===== src/rtl/spi_master_arb.sv =====
// Two-requester SPI master: round-robin arbitration, then one 8-bit mode-style
// transfer per cs-low window (mosi launched and miso captured on sclk falling edges).
module spi_master_arb #(
  parameter int CLK_DIV = 4
) (
  input  logic       clk,
  input  logic       rst,
  input  logic [1:0] req,
  input  logic [7:0] tx_data0,
  input  logic [7:0] tx_data1,
  output logic [1:0] grant,
  output logic       done,
  output logic [7:0] rx_data,
  output logic       busy,
  output logic       sclk,
  output logic       cs,
  output logic       mosi,
  input  logic       miso
);

  typedef enum logic [2:0] {IDLE, SETUP, XFER, HOLD, GAP} state_t;

  localparam logic [7:0] HC_LAST = 8'(CLK_DIV - 1);

  state_t     state;
  logic [7:0] hc;
  logic [3:0] hp;
  logic [6:0] tx_sr;
  logic [7:0] rx_sr;
  logic       ptr;
  logic       owner;
  logic       win;
  logic [7:0] win_byte;

  always_comb begin
    win      = (req == 2'b11) ? ptr : req[1];
    win_byte = win ? tx_data1 : tx_data0;
  end

  // bit 7 goes straight to mosi at grant; tx_sr holds the remaining seven bits
  always_ff @(posedge clk or posedge rst) begin
    if (rst) begin
      state   <= IDLE;
      hc      <= '0;
      hp      <= '0;
      tx_sr   <= '0;
      rx_sr   <= '0;
      ptr     <= 1'b0;
      owner   <= 1'b0;
      grant   <= '0;
      done    <= 1'b0;
      rx_data <= '0;
      busy    <= 1'b0;
      sclk    <= 1'b0;
      cs      <= 1'b1;
      mosi    <= 1'b0;
    end else begin
      done <= 1'b0;
      unique case (state)
        IDLE: begin
          if (req != 2'b00) begin
            state <= SETUP;
            hc    <= '0;
            owner <= win;
            grant <= win ? 2'b10 : 2'b01;
            tx_sr <= win_byte[6:0];
            mosi  <= win_byte[7];
            cs    <= 1'b0;
            busy  <= 1'b1;
          end
        end
        SETUP: begin
          if (hc == HC_LAST) begin
            hc    <= '0;
            hp    <= '0;
            sclk  <= 1'b1;
            state <= XFER;
          end else begin
            hc <= hc + 8'd1;
          end
        end
        XFER: begin
          if (hc == HC_LAST) begin
            hc <= '0;
            hp <= hp + 4'd1;
            // half-period 15 is the low tail after the 8th falling edge
            if (hp == 4'd15) begin
              state <= HOLD;
            end else begin
              sclk <= ~sclk;
              if (sclk) begin
                rx_sr <= {rx_sr[6:0], miso};
                if (hp != 4'd14) begin
                  mosi  <= tx_sr[6];
                  tx_sr <= {tx_sr[5:0], 1'b0};
                end
              end
            end
          end else begin
            hc <= hc + 8'd1;
          end
        end
        HOLD: begin
          if (hc == HC_LAST) begin
            hc      <= '0;
            cs      <= 1'b1;
            done    <= 1'b1;
            rx_data <= rx_sr;
            grant   <= '0;
            ptr     <= ~owner;
            state   <= GAP;
          end else begin
            hc <= hc + 8'd1;
          end
        end
        GAP: begin
          if (hc == HC_LAST) begin
            hc    <= '0;
            busy  <= 1'b0;
            state <= IDLE;
          end else begin
            hc <= hc + 8'd1;
          end
        end
        default: state <= IDLE;
      endcase
    end
  end

endmodule


===== config.mk =====
export PLATFORM = sky130hd
export DESIGN_NAME = spi_master_arb
export DESIGN_NICKNAME = d
export VERILOG_FILES = /design/src/rtl/spi_master_arb.sv
export SDC_FILE = /design/constraint.sdc
export NUM_CORES = 1
export LEC_CHECK = 0
export ABC_CLOCK_PERIOD_IN_PS = 2100
export BUFFER_PORTS_ARGS = -buffer_cell sky130_fd_sc_hd__buf_2
export CORE_MARGIN = 2
export CORE_UTILIZATION = 50
export DETAILED_ROUTE_END_ITERATION = 7
export PLACE_DENSITY = 0.7
export SLEW_MARGIN = 30
export SYNTH_ARGS = -nofsm -noshare
export SYNTH_HDL_FRONTEND = slang
export SYNTH_SLANG_ARGS = --single-unit
export TNS_END_PERCENT = 1

===== constraint.sdc =====
create_clock -name clk -period 2.1 [get_ports clk]
set_input_delay 0.42 -clock clk [delete_from_list [all_inputs] [get_ports clk]]
set_output_delay 0.42 -clock clk [all_outputs]
set_load 0.05 [all_outputs]

==> run metrics <==
RSZ-0062 raised after global routing no; maximum VDD drop 0.000430 V; Hold Path Class in -> async; first-pass GRT wire length 8070 um; Max Fclk 0.511 GHz; post-synthesis cell area 0.00236 mm2; Final nets 301; Layout area overhead 22.6%; CP peak stage delay 0.43 ns; hold slack final 0.155 ns; Yosys reg bits 47; DPL Wire Length 3400 um; met3 usage 4.56%; initial DRC count 96; CTS Sinks 47; Leak Pwr 1.31 nW; Slew HR 63.1%; clock transition at the registers of the reported paths 0.09 ns; fin crit share 93.2%; Max-Cap Viols 0; CP Cell Sequence buf_4 > or3b_1 > a31o_2 > a21oi_2 > buf_4 > mux2_2; Vert. Die Dim 72.6 um; detailed-route DRC error count 0; CTS H-Tree Depth 2; average size of a mapped cell 10.7 um2; antenna violations before repair 0; Routed Antenna Nets 0; met2 Use GR 30.5%; vias 1830; diode count 0; hold-fix buffers at CTS 0; Crit Path Class reg -> reg; GP Congestion 0.802; Core Box Area 0.00444 mm2; Post-Route WL 4740 um; CTS tree done; die area 0.00528 mm2; TritonCTS buffer count 5; postcts setup bufs 0; CP Launch Type register; Worst Skew 0.0111 ns; most common library cell in the layout ignoring fill and taps dfrtp_1; DP Cell Count 322; Crit path required time 2.28 ns; status complete, no violations; Initial Util 53.0%; Ys Warns 0; Overall Global Routing Usage 19.4%; final setup fails 0; wire per inst 14.4 um; num rows 24; Final Hold Fails 0; vias in the first global route 1843; vias per cell 5.55; GRT overflow 0; Clock Tree Buf Depth 2; unique cell type count in the Yosys netlist 40; # port buffers 35; Core Util, Final 65.0%; Finished Layout Cells 330; root buf cell clkbuf_8; Final TNS setup 0 ns; # IOs 36; met1 Use GR 27.0%; clock network latency to the later pin of the worst-skew pair 0.30 ns; Pre-Repair DR Iteration Count 4; PostCTS Resize Cnt 1; Overall Power 0.00166 W; Power Density 576 mW/mm2; worst-path maximum fanout 8; layout cell share with drive strength beyond 1 37.4%; worst-margin pin slew 0.552 ns; largest net degree at the start of global routing 26; register area share after synthesis 50.0%; crit-path most repeated cell buf_4; Die Span X 72.6 um; most frequent cells in the layout dfrtp_1 (46), buf_2 (35), mux2_2 (23), buf_4 (23), nand2_1 (16); Most Crowded Layer GR met2; CP arrival 2.14 ns; syn nets 244; Critical Path Sink Type register; critical path's slowest cell or3b_1; minimum clock period 1.96 ns; Syn Inst Count 220; fin. max-slew vios 0
==> stage by stage <==
step | instance area, um2 | setup slack, ns
after floorplan | 2360 | 0.0922
after global placement | 2760 | 0.109
after detailed placement | 2760 | 0.00886
after CTS | 2880 | 0.125
after global routing | 2890 | 0.0666
final | 2890 | 0.142
==> power breakdown <==
group | switching [W] | total [W] | leakage (nW) | internal (W)
Combinational | 0.0000447 | 0.0000770 | 0.670 | 0.0000323
Clock | 0.000321 | 0.000680 | 0.0548 | 0.000359
Sequential | 0.000000906 | 0.000907 | 0.584 | 0.000906
==> kinds of logic (layout without fill, tap and decap cells) <==
logic type / count (synthesis) / count (layout) / share of synthesized area [%]
AO/OA/AOI/OAI: 53 / 53 / 14.7
XOR/XNOR: 3 / 3 / 1.12
adder cells (fa/ha/maj): 3 / 3 / 1.59
buffers and inverters: 20 / 78 / 3.51
flip-flops: 47 / 47 / 50.0
multiplexers: 29 / 29 / 13.6
AND/OR/NAND/NOR: 65 / 65 / 15.6
==> flip-flops by register name (all words and copies together), names as in the netlist <==
register,count
grant,2
hp,4
tx_sr,7
owner,1
mosi,1
sclk,1
done,1
rx_data,8
state,3
ptr,1
cs,1
rx_sr,8
hc,8
busy,1
==> critical path: cells and delay by family, from the launching register on <==
family	cells	cell delay (ns)
DFF	1	0.36
buffers and inverters	2	0.34
muxes	1	0.34
and+or+nand+nor	1	0.43
AOI/OAI and AO/OA	2	0.37
==> final timing paths <==
check | to | slack [ns] | startpoint | depth (start not counted)
worst max-delay path | tx_sr[5] | 0.14 | state[1] | 6
worst min-delay path | rx_data[2] | 0.15 | rst | 2
worst max register to register | tx_sr[5] | 0.14 | state[1] | 6
worst min register to register | ptr | 0.46 | owner | 1
max in group asynchronous | hp[0] | 1.42 | rst | 3
min in group clk | rx_sr[0] | 0.34 | miso | 2
==> cell type report <==
class / instances / area, um2
Fill cell: 373 / 1560
Sequential cell: 47 / 1180
Multi-Input combinational cell: 153 / 1110
Timing Repair Buffer: 60 / 388
Clock buffer: 5 / 68.8
Tap cell: 52 / 65.1
Clock inverter: 3 / 46.3
Inverter: 10 / 37.5
==> synth_stat cells, drive strengths merged <==
| master | count | area [um2] |
|---|---|---|
| a31oi | 7 | 43.8 |
| o31ai | 2 | 15.0 |
| xor2 | 1 | 8.76 |
| a31o | 2 | 17.5 |
| nor4b | 2 | 47.6 |
| o21ai | 14 | 70.1 |
| nand3b | 9 | 67.6 |
| dfrtp | 46 | 1150 |
| o22ai | 3 | 18.8 |
| dfstp | 1 | 26.3 |
| or2 | 3 | 18.8 |
| a211oi | 1 | 7.51 |
| a41oi | 1 | 8.76 |
| o211ai | 1 | 7.51 |
| buf | 4 | 22.5 |
| a21o | 1 | 7.51 |
| a22o | 6 | 52.6 |
| a21oi | 9 | 48.8 |
| nor2b | 3 | 18.8 |
| clkbuf | 6 | 22.5 |
| nand3 | 6 | 30.0 |
| inv | 10 | 37.5 |
| mux2 | 24 | 270 |
| nor3 | 3 | 15.0 |
| or3 | 4 | 25.0 |
| or3b | 1 | 8.76 |
| ha | 3 | 37.5 |
| nand4 | 1 | 6.26 |
| mux2i | 5 | 50.1 |
| xnor2 | 2 | 17.5 |
| o21bai | 1 | 7.51 |
| o21a | 3 | 22.5 |
| nor2 | 15 | 56.3 |
| a2bb2oi | 2 | 17.5 |
| nand2 | 17 | 66.3 |
| nand2b | 1 | 6.26 |
==> metal layers <==
layer	vias up	routed length (um)
li1	903	-
met1	879	2260
met2	40	2220
met3	8	182
met4	0	70
met5	-	0
No activity file was read; power rests on OpenSTA's default activity.
